## config.mk

```make
export PLATFORM = sky130hd
export DESIGN_NAME = bus_rom_line_buffer
export DESIGN_NICKNAME = d
export VERILOG_FILES = /design/src/rtl/bus_rom_line_buffer.sv
export SDC_FILE = /design/constraint.sdc
export NUM_CORES = 1
export LEC_CHECK = 0
export ABC_AREA = 1
export CORE_ASPECT_RATIO = 1.4
export CORE_MARGIN = 5
export CORE_UTILIZATION = 53
export CTS_BUF_LIST = sky130_fd_sc_hd__clkbuf_2 sky130_fd_sc_hd__clkbuf_4 sky130_fd_sc_hd__clkbuf_8
export CTS_CLUSTER_DIAMETER = 200
export DETAILED_ROUTE_END_ITERATION = 10
export PLACE_DENSITY = 0.83
export SLEW_MARGIN = 40
export SYNTH_ARGS = -nofsm -noshare
export SYNTH_HDL_FRONTEND = slang
export SYNTH_SLANG_ARGS = --single-unit
```

## constraint.sdc

```tcl
create_clock -name clock -period 3.5 [get_ports clock]
set_clock_uncertainty 0.1 [all_clocks]
set_input_delay 0.7 -clock clock [delete_from_list [all_inputs] [get_ports clock]]
set_output_delay 0.7 -clock clock [all_outputs]
set_load 0.005 [all_outputs]
```

## src/rtl/bus_rom_line_buffer.sv

```systemverilog
// Single-line read buffer in front of the flash ROM bus.
// Hits return with no wait; misses fill the whole line and forward early.
module bus_rom_line_buffer #(
  parameter int ADDRESS_WIDTH = 21,
  parameter int LINE_WORDS_LOG2 = 2
) (
  input  logic                     clock,
  input  logic                     reset,
  input  logic                     invalidate,
  input  logic                     busEnable,
  input  logic                     busWrite,
  input  logic [1:0]               busAccessSize,
  input  logic [ADDRESS_WIDTH-1:0] busAddress,
  input  logic [31:0]              busWriteData,
  output logic [31:0]              busReadData,
  output logic                     busWait,
  output logic                     romBusEnable,
  output logic                     romBusWrite,
  output logic [1:0]               romBusAccessSize,
  output logic [ADDRESS_WIDTH-1:0] romBusAddress,
  output logic [31:0]              romBusWriteData,
  input  logic [31:0]              romBusReadData,
  input  logic                     romBusWait
);

  localparam int Words = 1 << LINE_WORDS_LOG2;
  localparam int TagWidth = ADDRESS_WIDTH - LINE_WORDS_LOG2 - 2;
  localparam logic [LINE_WORDS_LOG2-1:0] LastIndex = '1;

  typedef enum logic [1:0] {
    Idle,
    Fill,
    Write
  } state_t;

  state_t state;
  state_t stateNext;

  logic [TagWidth-1:0]        lineTag;
  logic [Words-1:0]           wordValid;
  logic [31:0]                lineData [Words];
  logic [LINE_WORDS_LOG2-1:0] fillIndex;
  logic                       invalPending;

  logic [TagWidth-1:0]        reqTag;
  logic [LINE_WORDS_LOG2-1:0] reqIndex;
  logic [1:0]                 lane;
  logic                       isRead;
  logic                       tagMatch;
  logic                       hit;

  assign reqTag   = busAddress[ADDRESS_WIDTH-1:LINE_WORDS_LOG2+2];
  assign reqIndex = busAddress[LINE_WORDS_LOG2+1:2];
  assign lane     = busAddress[1:0];
  assign isRead   = busEnable & ~busWrite;
  assign tagMatch = (reqTag == lineTag);
  assign hit      = isRead & tagMatch & wordValid[reqIndex];

  // Big-endian lane select, zero-extended; size 11 behaves as a word.
  function automatic logic [31:0] extract(
    input logic [31:0] word,
    input logic [1:0]  size,
    input logic [1:0]  byteLane
  );
    logic [31:0] r;
    r = word;
    unique case (size)
      2'b00: begin
        unique case (byteLane)
          2'd0: r = {24'd0, word[31:24]};
          2'd1: r = {24'd0, word[23:16]};
          2'd2: r = {24'd0, word[15:8]};
          2'd3: r = {24'd0, word[7:0]};
        endcase
      end
      2'b01: r = byteLane[1] ? {16'd0, word[15:0]}
                             : {16'd0, word[31:16]};
      default: r = word;
    endcase
    return r;
  endfunction

  always_comb begin
    stateNext        = state;
    busWait          = busEnable;
    busReadData      = '0;
    romBusEnable     = 1'b0;
    romBusWrite      = 1'b0;
    romBusAccessSize = 2'b00;
    romBusAddress    = '0;
    romBusWriteData  = '0;
    unique case (state)
      Idle: begin
        if (hit) begin
          busWait     = 1'b0;
          busReadData = extract(lineData[reqIndex], busAccessSize, lane);
        end else if (busEnable) begin
          stateNext = busWrite ? Write : Fill;
        end
      end
      Fill: begin
        romBusEnable     = 1'b1;
        romBusAccessSize = 2'b10;
        romBusAddress    = {lineTag, fillIndex, 2'b00};
        if (hit) begin
          busWait     = 1'b0;
          busReadData = extract(lineData[reqIndex], busAccessSize, lane);
        end else if (isRead && tagMatch && reqIndex == fillIndex
                     && !romBusWait) begin
          busWait     = 1'b0;
          busReadData = extract(romBusReadData, busAccessSize, lane);
        end
        if (!romBusWait && fillIndex == LastIndex) stateNext = Idle;
      end
      Write: begin
        romBusEnable     = 1'b1;
        romBusWrite      = 1'b1;
        romBusAccessSize = busAccessSize;
        romBusAddress    = busAddress;
        romBusWriteData  = busWriteData;
        if (!romBusWait) begin
          busWait   = 1'b0;
          stateNext = Idle;
        end
      end
      default: stateNext = Idle;
    endcase
    // Reset quiets both bus sides within the same cycle.
    if (!reset) begin
      stateNext    = Idle;
      busWait      = 1'b0;
      busReadData  = '0;
      romBusEnable = 1'b0;
      romBusWrite  = 1'b0;
      romBusAccessSize = 2'b00;
      romBusAddress    = '0;
      romBusWriteData  = '0;
    end
  end

  always_ff @(posedge clock) begin
    if (!reset) begin
      state        <= Idle;
      lineTag      <= '0;
      wordValid    <= '0;
      fillIndex    <= '0;
      invalPending <= 1'b0;
    end else begin
      state <= stateNext;
      unique case (state)
        Idle: begin
          if (isRead && !hit) begin
            lineTag      <= reqTag;
            wordValid    <= '0;
            fillIndex    <= '0;
            invalPending <= 1'b0;
          end else if (invalidate) begin
            wordValid <= '0;
          end
        end
        Fill: begin
          if (invalidate) invalPending <= 1'b1;
          if (!romBusWait) begin
            fillIndex <= fillIndex + 1'b1;
            if (fillIndex == LastIndex && (invalPending || invalidate)) begin
              wordValid    <= '0;
              invalPending <= 1'b0;
            end else begin
              wordValid[fillIndex] <= 1'b1;
            end
          end
        end
        Write: begin
          if (invalidate || (!romBusWait && tagMatch)) wordValid <= '0;
        end
        default: ;
      endcase
    end
  end

  always_ff @(posedge clock) begin
    if (state == Fill && !romBusWait) lineData[fillIndex] <= romBusReadData;
  end

endmodule
```

== Yosys cells after proc, flatten, opt, wreduce, memory -nomap -nowiden ==
Memory sizes are Yosys's and may differ from the RTL's.
Index checks and enable logic that the tools add are counted.
Word-level totals
  bits in writable memories: 128
  bits in read-only memories: 0
  memories: 1
  output and inout bits: 90
  flip-flop bits (word level): 26
  bits in latches: 0
  input bits: 93
Memory list
  lineData: words 4, width 32, read ports 1, clocked after memory_dff 0, wr ports 1, RTL line 41  | logic [31:0] lineData [Words];
Operators by class
  div/mod/pow operators: 0
  equal/unequal tests: 17
  multiplexer cells: 53
  bitwise gates (word level): 5
  add/subtract/negate cells: 1
  shift-type cells: 0
  $mul: 0
  reductions and logical operators: 24
  $lt $le $gt $ge: 3
Operators with widths (count)
  case mux 32 bit (4 select lines): 2
  two-way mux 32 bit: 6
  case mux 32 bit (2 select lines): 3
  case mux 21 bit (2 select lines): 1
  two-way mux 16 bit: 2
  two-way mux 21 bit: 1
  two-way mux 4 bit: 5
  == test 17 bit: 1
  two-way mux 1 bit: 17
  two-way mux 2 bit: 8
  != test 2 bit, second input constant: 7
  case mux 4 bit (3 select lines): 1
  logical AND 1 bit: 9
  == test 2 bit, second input constant: 4
  case mux 2 bit (2 select lines): 2
  AND reduction 4 bit: 2
  == test 2 x 1 -> 1 bit, second input constant: 3
  logical NOT 2 bit: 3
  less-than comparator 2 x 3 -> 1 bit, second input constant: 2
  case mux 2 bit (3 select lines): 1
  OR 4 bit: 1
  AND reduction 2 bit: 2
  AND 1 bit: 3
  != test 3 bit, second input constant: 1
  other kinds (14): 16

== Longest topological paths before layout ==
Gate-level depths: netlist of the first run.
  depth in word-level cells: 9
  gate-level depth with buffers: 14
  depth with buffers taken out: 14

== Worst setup path before layout of the first run ==
Ideal clock, no wire load.
  path type: register -> register
  start: register state[1]
  end: memory lineData[0][0], enable pin
  path slack: 0.552 ns
  arrival: 2.427 ns
  period minus slack after synthesis: 2.948 ns
  cell stages (with the launch flop): 6
  buffers on the path: 1
  cell sequence: dfxtp_1 inv_1 ha_1 clkbuf_1 nand2_1 nor2_1
Between the ends
  word-level cells in the longest chain between the ends: 4
Ends and longest elaborated chain
  from (decl): RTL line 36  | state_t state;
  from (signal assigned): RTL line 143  | state <= Idle;
  from (signal assigned): RTL line 149  | state <= stateNext;
  == test 2 x 1 -> 1 bit: RTL line 182  | if (state == Fill && !romBusWait) lineData[fillIndex] <= romBusReadData;
  logical AND 1 bit: RTL line 182
  two-way mux 1 bit: RTL line 182
  two-way mux 1 bit (not written as such): RTL line 182
  to (decl): RTL line 41
Every way passes these cells.

== Worst setup path in the final report of the first run ==
  start: input busAccessSize[1]
  end: output busReadData[15]
Between the ends
  word-level cells in the longest chain between the ends: 6
  elaborated cells on any way between the ends: 9
Ends and longest elaborated chain
  from (decl): RTL line 12  | input logic [1:0] busAccessSize,
  == test 2 x 1 -> 1 bit / logical NOT 2 bit (equally long branches): RTL line 67  | unique case (size)
  case mux 32 bit (2 select lines): RTL line 67
  two-way mux 32 bit: RTL line 108  | end else if (isRead && tagMatch && reqIndex == fillIndex
  two-way mux 32 bit: RTL line 105  | if (hit) begin
  case mux 32 bit (2 select lines) *: RTL line 92  | unique case (state)
  two-way mux 32 bit *: RTL line 129  | if (!reset) begin
  to (decl): RTL line 15  | output logic [31:0] busReadData,
Every way passes the cells marked *; elsewhere a longest branch is shown, timed or not.

==> results.yml, run 1 <==
detailed_routing:
  avgRoutedWirePerCell_um: 20.17
  wl_mm: 31.01
  via_per_inst: 5.983
  ant_nets: 0
  dr.first_iter.drc_count: 1031
  drtPass1Iterations: 10
  vias: 9202
  route.detailed.drc: 2
worst_setup_path:
  arrival_ps: 2750
  cp-start-kind: "input port"
  crit_path_end_kind: "primary output"
  r2r_start: "state[1]"
  rr_endpoint: "lineData[1][29]"
  cp.required_ps: 2700
  rr_worst_depth: 7
  cp_max_fo: 7
  r2r_setup_slack_ps: 1210
  worstSetupPathType: "in -> out"
global_route:
  grt_pass1_vias: 9248
  grt_overflow: 0
  grt_max_degree: 65
  track_usage_pct: 32.41
  grt_pass1_wl_mm: 46.66
  antenna_found_initial: 0
clocking:
  clock_path_buffers: 2
  cts.sinks: 154
  cts-root-buf: "clkbuf_8"
  clkSlewWorstSetupHoldPaths_ps: 90
  cts_tree: "yes"
  cts_buffers: 17
  htreeDepth: 4
  clkLatencyLatePin_ps: 450
pwr:
  internal_power_w: 0.003264
  p_seq_share_pct: 44.8
  power_frac_comb_pct: 28.6
  swShare_pct: 32.81
  clkPwrFrac_pct: 26.6
  ir_drop_mv: 0.2733
  p_switching_w: 0.001594
  leakage_nw: 4.976
  cellPowerDensity_mw_per_mm2: 399.5
layout:
  antenna_cells: 0
  multi_input_area_mm2: 0.003593
  nets: 1431
  drive_gt1_share_pct: 22.80
  syn_to_final_growth_pct: 43.39
  seq_area_mm2: 0.004364
  fillers: 1022
  fin_area_mm2: 0.01216
  final_util_pct: 77.58
place:
  portBuffers: 182
  placed_cell_area_mm2: 0.01152
  dpl.hpwl_mm: 20.47
  place_congestion: 0.9923
synth:
  async_flop_share_pct: 0
  synth-main-ff-cell: "edfxtp_1"
  synth_cells: 1017
  yosysWarningCount: 0
  synth-edff-count: 128
  synth-seq-cells: 154
  synth.avg_cell_area_um2: 8.339
  syn-num-nets: 1118
  syn_area_mm2: 0.008481
  synth_seq_area_share_pct: 51.46
  synth.distinct_cells: 44
die:
  core_area_mm2: 0.01568
  ioPinCount: 183
  start_util_pct: 54.10
  die_width_um: 116.9
  die_h_um: 159.7
  rows: 54
  dieArea_mm2: 0.01867
sta:
  fin_crit_ps: 3553
  drv_slew: 0
  min_period_over_period_pct: 101.5
  worst_pin_slew_ps: 678.7
  tns_ps: -68.25
  max_freq_mhz: 281.4
  maxSlewHeadroom_pct: 54.28
  setup_slack_ps: -53.32
  hold_viol_final: 0
  setup_viol: 2
  rsz0062_at_grt: "yes"
worst_hold_path:
  whs_endpoint: "lineTag[15]"
  hold_depth: 2
  min_from: "lineTag[15]"
  min_path_type: "reg -> reg"
outcome:
  violations: "design-rule violations, negative setup slack"
  outcome: "finished with violations"
run:
  maxCapViolCount: 0
critical path, cell delays in order:
cell,delay (ps)
clkdlybuf4s50_1,520
nor2_1,190
inv_1,130
nor2_2,230
inv_2,160
o31ai_1,310
inv_1,120
a21oi_2,170
clkdlybuf4s15_2,220
cells in the mapped netlist, types with 2 or more instances:
cell type | n | share of area, %
o221ai_1 | 5 | 0.52
nand2_1 | 251 | 11
nor2_1 | 99 | 4.4
xnor2_1 | 3 | 0.31
nor3_1 | 5 | 0.30
inv_1 | 108 | 4.8
o211ai_1 | 3 | 0.27
nor2_4 | 3 | 0.40
nand4_1 | 8 | 0.59
nand4_2 | 2 | 0.30
a22o_1 | 2 | 0.21
o32ai_1 | 15 | 1.5
buf_2 | 20 | 1.2
o311ai_0 | 4 | 0.41
a22oi_1 | 4 | 0.35
o21ai_0 | 79 | 4.7
mux2i_1 | 3 | 0.35
edfxtp_1 | 128 | 45
dfxtp_1 | 26 | 6.1
clkbuf_1 | 33 | 1.5
nand3_1 | 68 | 4.0
nand3_2 | 10 | 1.2
clkinv_1 | 2 | 0.089
a21oi_1 | 70 | 4.1
a21oi_2 | 10 | 1.0
inv_2 | 2 | 0.089
ha_1 | 8 | 1.2
o22ai_1 | 23 | 1.7
o31ai_1 | 6 | 0.53
buf_1 | 3 | 0.13
cells by family (layout without fill, tap and decap cells):
group | after synthesis | in the layout | share of synthesized area (%)
XOR/XNOR | 4 | 4 | 0.4132
AND/OR/NAND/NOR | 452 | 452 | 22.84
adder cells (fa/ha/maj) | 8 | 8 | 1.180
multiplexers | 3 | 3 | 0.3541
flip-flops | 154 | 154 | 51.46
buffers and inverters | 170 | 495 | 7.952
AO/OA/AOI/OAI | 226 | 226 | 15.80
registers in the layout, summed over array words and instances (netlist names):
register and count:
lineData 128, state 2, lineTag 17, invalPending 1
wordValid 4, fillIndex 2
stage by stage:
step / setup WS, ps / power [W] / instances / hold slack [ps]
floorplan: 551.6 / 0.002834 / 1017 / 349.2
global placement: -481.3 / 0.003438 / 1486 / 357.4
detailed placement: -569.1 / 0.003477 / 1486 / 366.2
CTS: -20.85 / 0.004755 / 1534 / 378.3
global route: -104.2 / 0.005056 / 1538 / 407.8
finish: -53.32 / 0.004858 / 1538 / 379.6
power by group through the flow:
stage / Combinational, W / Sequential (W) / Clock, W
after floorplan: 0.000633 / 0.00220 / 0
after global placement: 0.00123 / 0.00221 / 0
after detailed placement: 0.00126 / 0.00221 / 0
after CTS: 0.00130 / 0.00217 / 0.00128
after global routing: 0.00149 / 0.00219 / 0.00138
final: 0.00139 / 0.00218 / 0.00129
layer usage:
layer  track usage, %  routed length (um)  part of all wire, %
met3            9.125                3848                   12
met1            35.69                9951                   32
met5                0                   0                    0
met4            18.52                2051                  6.6
met2            54.84               15160                   49
layout make-up:
class	instances	area share [%]
timing repair buffer	351	25.92
tap	196	2.017
clock buffer	17	1.924
inverter	112	3.519
timing repair inverter	1	0.06173
sequential	154	35.89
multi-input combinational	693	29.55
clock inverter	14	1.122
worst max path at each step:
stage	startpoint	slack (ps)	end	cells past startpoint
finish	busAccessSize[1]	-50	busReadData[15]	9
detailed placement	busAddress[3]	-570	busReadData[7]	11
global route	busAccessSize[1]	-100	busReadData[15]	9
global placement	busAddress[3]	-480	busReadData[11]	9
floorplan	state[1]	550	lineData[0][0]	5
CTS	busAddress[8]	-20	busReadData[29]	17
layout by cell type, fill, tap and decap left out, types with 13 or more instances in the layout:
master	count
a21oi_1	55
a21oi_2	25
buf_2	22
buf_4	145
clkbuf_8	17
clkdlybuf4s50_1	127
dfxtp_1	26
dlygate4sd2_1	13
edfxtp_1	128
inv_1	104
nand2_1	248
nand3_1	67
nor2_1	89
o21ai_0	73
o22ai_1	23
o32ai_1	14
what timing repair did:
action                                  in CTS  in global routing
resized for setup                          164                 47
hold buffers                                 0                  0
setup buffers                               12                  5
endpoints found under the setup margin      34                 42
pin swaps                                   28                 22
cloned                                       5                  0
endpoints found under the hold margin        0                  0
Note: power is estimated with default switching activity, not from simulation.
==> inputs of run 2 (changes only) <==
GPL_ROUTABILITY_DRIVEN = 0   (was not set)
HOLD_SLACK_MARGIN = 0.15   (was not set)
==> run 2 against run 1 <==
The run now ends clean; highest routed layer is now met5; via count up 1.9%; critical path type unchanged; hold slack better by 9.1 ps; sequential power about the same; sequential cell count unchanged; power up 0.72%; final area about the same; global-route usage down 0.27 points; critical path depth up 2; setup slack better by 66 ps; maximum frequency up 1.9%; largest cell class unchanged.
==> results.yml, run 2 (synthesized netlist as in run 1, its figures left out) <==
place:
  dpl.hpwl_mm: 20.96
  placedCellCount: 1484
  placed_cell_area_mm2: 0.01150
  portBuffers: 182
pwr:
  leakage_nw: 4.988
  p_total_w: 0.004893
  ir_drop_mv: 0.2475
  cellPowerDensity_mw_per_mm2: 402.2
detailed_routing:
  dr.first_iter.drc_count: 1023
  route.detailed.drc: 0
  drtPass1Iterations: 7
  avgRoutedWirePerCell_um: 20.31
  vias: 9379
  ant_nets: 0
  via_per_inst: 6.102
  wl_mm: 31.22
layout:
  nets: 1428
  syn_to_final_growth_pct: 43.44
  fillers: 979
  final_common_cell: "nand2_1"
  fin_area_mm2: 0.01216
  mostFrequentLayoutCells: "244 x nand2_1, 142 x buf_4, 128 x clkdlybuf4s50_1, 128 x edfxtp_1, 104 x inv_1"
  reg.largest.list: "lineData x128, lineTag x17, wordValid x4"
  top_register: "lineData"
  instances_no_fill: 1537
  largest_reg_flops: 128
  drive_gt1_share_pct: 24.25
  seq_area_mm2: 0.004367
  multi_input_area_mm2: 0.003645
outcome:
  outcome: "finished clean"
clocking:
  cts_tree: "yes"
  cts-root-buf: "clkbuf_8"
  htreeDepth: 4
  clkSlewWorstSetupHoldPaths_ps: 90
  clock_path_buffers: 2
  cts_buffers: 17
  clkLatencyLatePin_ps: 460
  cts.sinks: 154
sta:
  max_freq_mhz: 286.7
  hold_ws_ps: 388.7
  hold_viol_final: 0
  fin_crit_ps: 3488
  drv_slew: 0
  setup_viol: 0
  worst_pin_slew_ps: 588.0
  min_period_over_period_pct: 99.65
  maxSlewHeadroom_pct: 60.54
die:
  rows: 54
  die_h_um: 159.7
  die_width_um: 116.9
  ioPinCount: 183
  core_area_mm2: 0.01568
  start_util_pct: 54.10
  dieArea_mm2: 0.01867
global_route:
  grt_overflow: 0
  grt_pass1_vias: 9098
  grt_max_degree: 35
  antenna_found_initial: 2
  grt_pass1_wl_mm: 46.17
  track_usage_pct: 32.14
run:
  maxCapViolCount: 0
worst_setup_path:
  cp-start-kind: "input port"
  arrival_ps: 2690
  crit_path_end_kind: "primary output"
  cp_max_fo: 15
  cp.required_ps: 2700
  worstSetupPathType: "in -> out"
worst_hold_path:
  min_path_type: "reg -> reg"
==> run 2: changes by cell type in the layout (fill, tap and decap cells not counted), sizes merged <==
| cell | change |
|---|---|
| buf | +2 |
| inv | +2 |
| clkdlybuf4s15 | -5 |
| dlymetal6s2s | +1 |
| dlygate4sd2 | -10 |
| clkdlybuf4s50 | +1 |
| diode | +1 |
| clkinvlp | -1 |
| bufbuf | -1 |
| clkbuf | +10 |
| clkinv | -1 |
==> run 2: critical path: stages <==
cell and delay (ps):
buf_2 120, buf_4 200, buf_4 200, a21oi_1 140, o21ai_0 170, a31oi_1 450, buf_4 190, o22ai_1 60
nand2_1 90, a21oi_2 80, dlygate4sd2_1 270
==> run 2: cell type report <==
class                   count  area share [%]
diodes                      1         0.02057
clock buffers              18           1.985
clock inverters            14           1.234
inverters                 112           3.497
multi-input cells         693           29.96
flip-flops and latches    154           35.90
well taps                 196           2.016
repair buffers            348           25.34
repair inverters            1         0.04114
==> run 2: through the flow <==
| stage | util [%] | TNS, ps | setup WS, ps |
|---|---|---|---|
| 2_1_floorplan | - | 0 | 551.6 |
| 3_3_place_gp | 73.38 | -13310 | -502.6 |
| 3_5_place_dp | 73.38 | -15250 | -569.1 |
| 4_1_cts | 77.09 | -57.12 | -46.98 |
| 5_1_grt | 77.60 | -200.9 | -105.4 |
| 6_report | 77.60 | 0 | 12.38 |
==> run 2: worst paths after layout <==
kind | start | end | slack [ps] | cells past startpoint
max | busAddress[2] | busReadData[14] | 10 | 11
min reg2reg | lineTag[16] | lineTag[16] | 390 | 2
min | lineTag[16] | lineTag[16] | 390 | 2
max reg2reg | lineTag[4] | lineTag[15] | 1130 | 15
==> run 2: per-layer routing <==
metal	part of all wire, %	vias to the layer above	global-route usage, %
met1	32	4309	34.39
li1	-	4108	-
met2	48	731	54.07
met4	7.9	2	21.07
met5	0.042	-	0
met3	12	229	9.087
==> run 2: repair_timing <==
item	in CTS	in global routing
endpoints found under the setup margin	34	38
pin swaps	33	32
cloned	2	2
hold buffers	0	0
resized for setup	162	87
setup buffers	13	7
==> run 2: power by group <==
group	switching [W]	total [W]	leakage, nW	internal, W
Clock	0.000759	0.00136	0.192	0.000599
Sequential	0.0000663	0.00218	1.37	0.00211
Combinational	0.000798	0.00135	3.43	0.000557
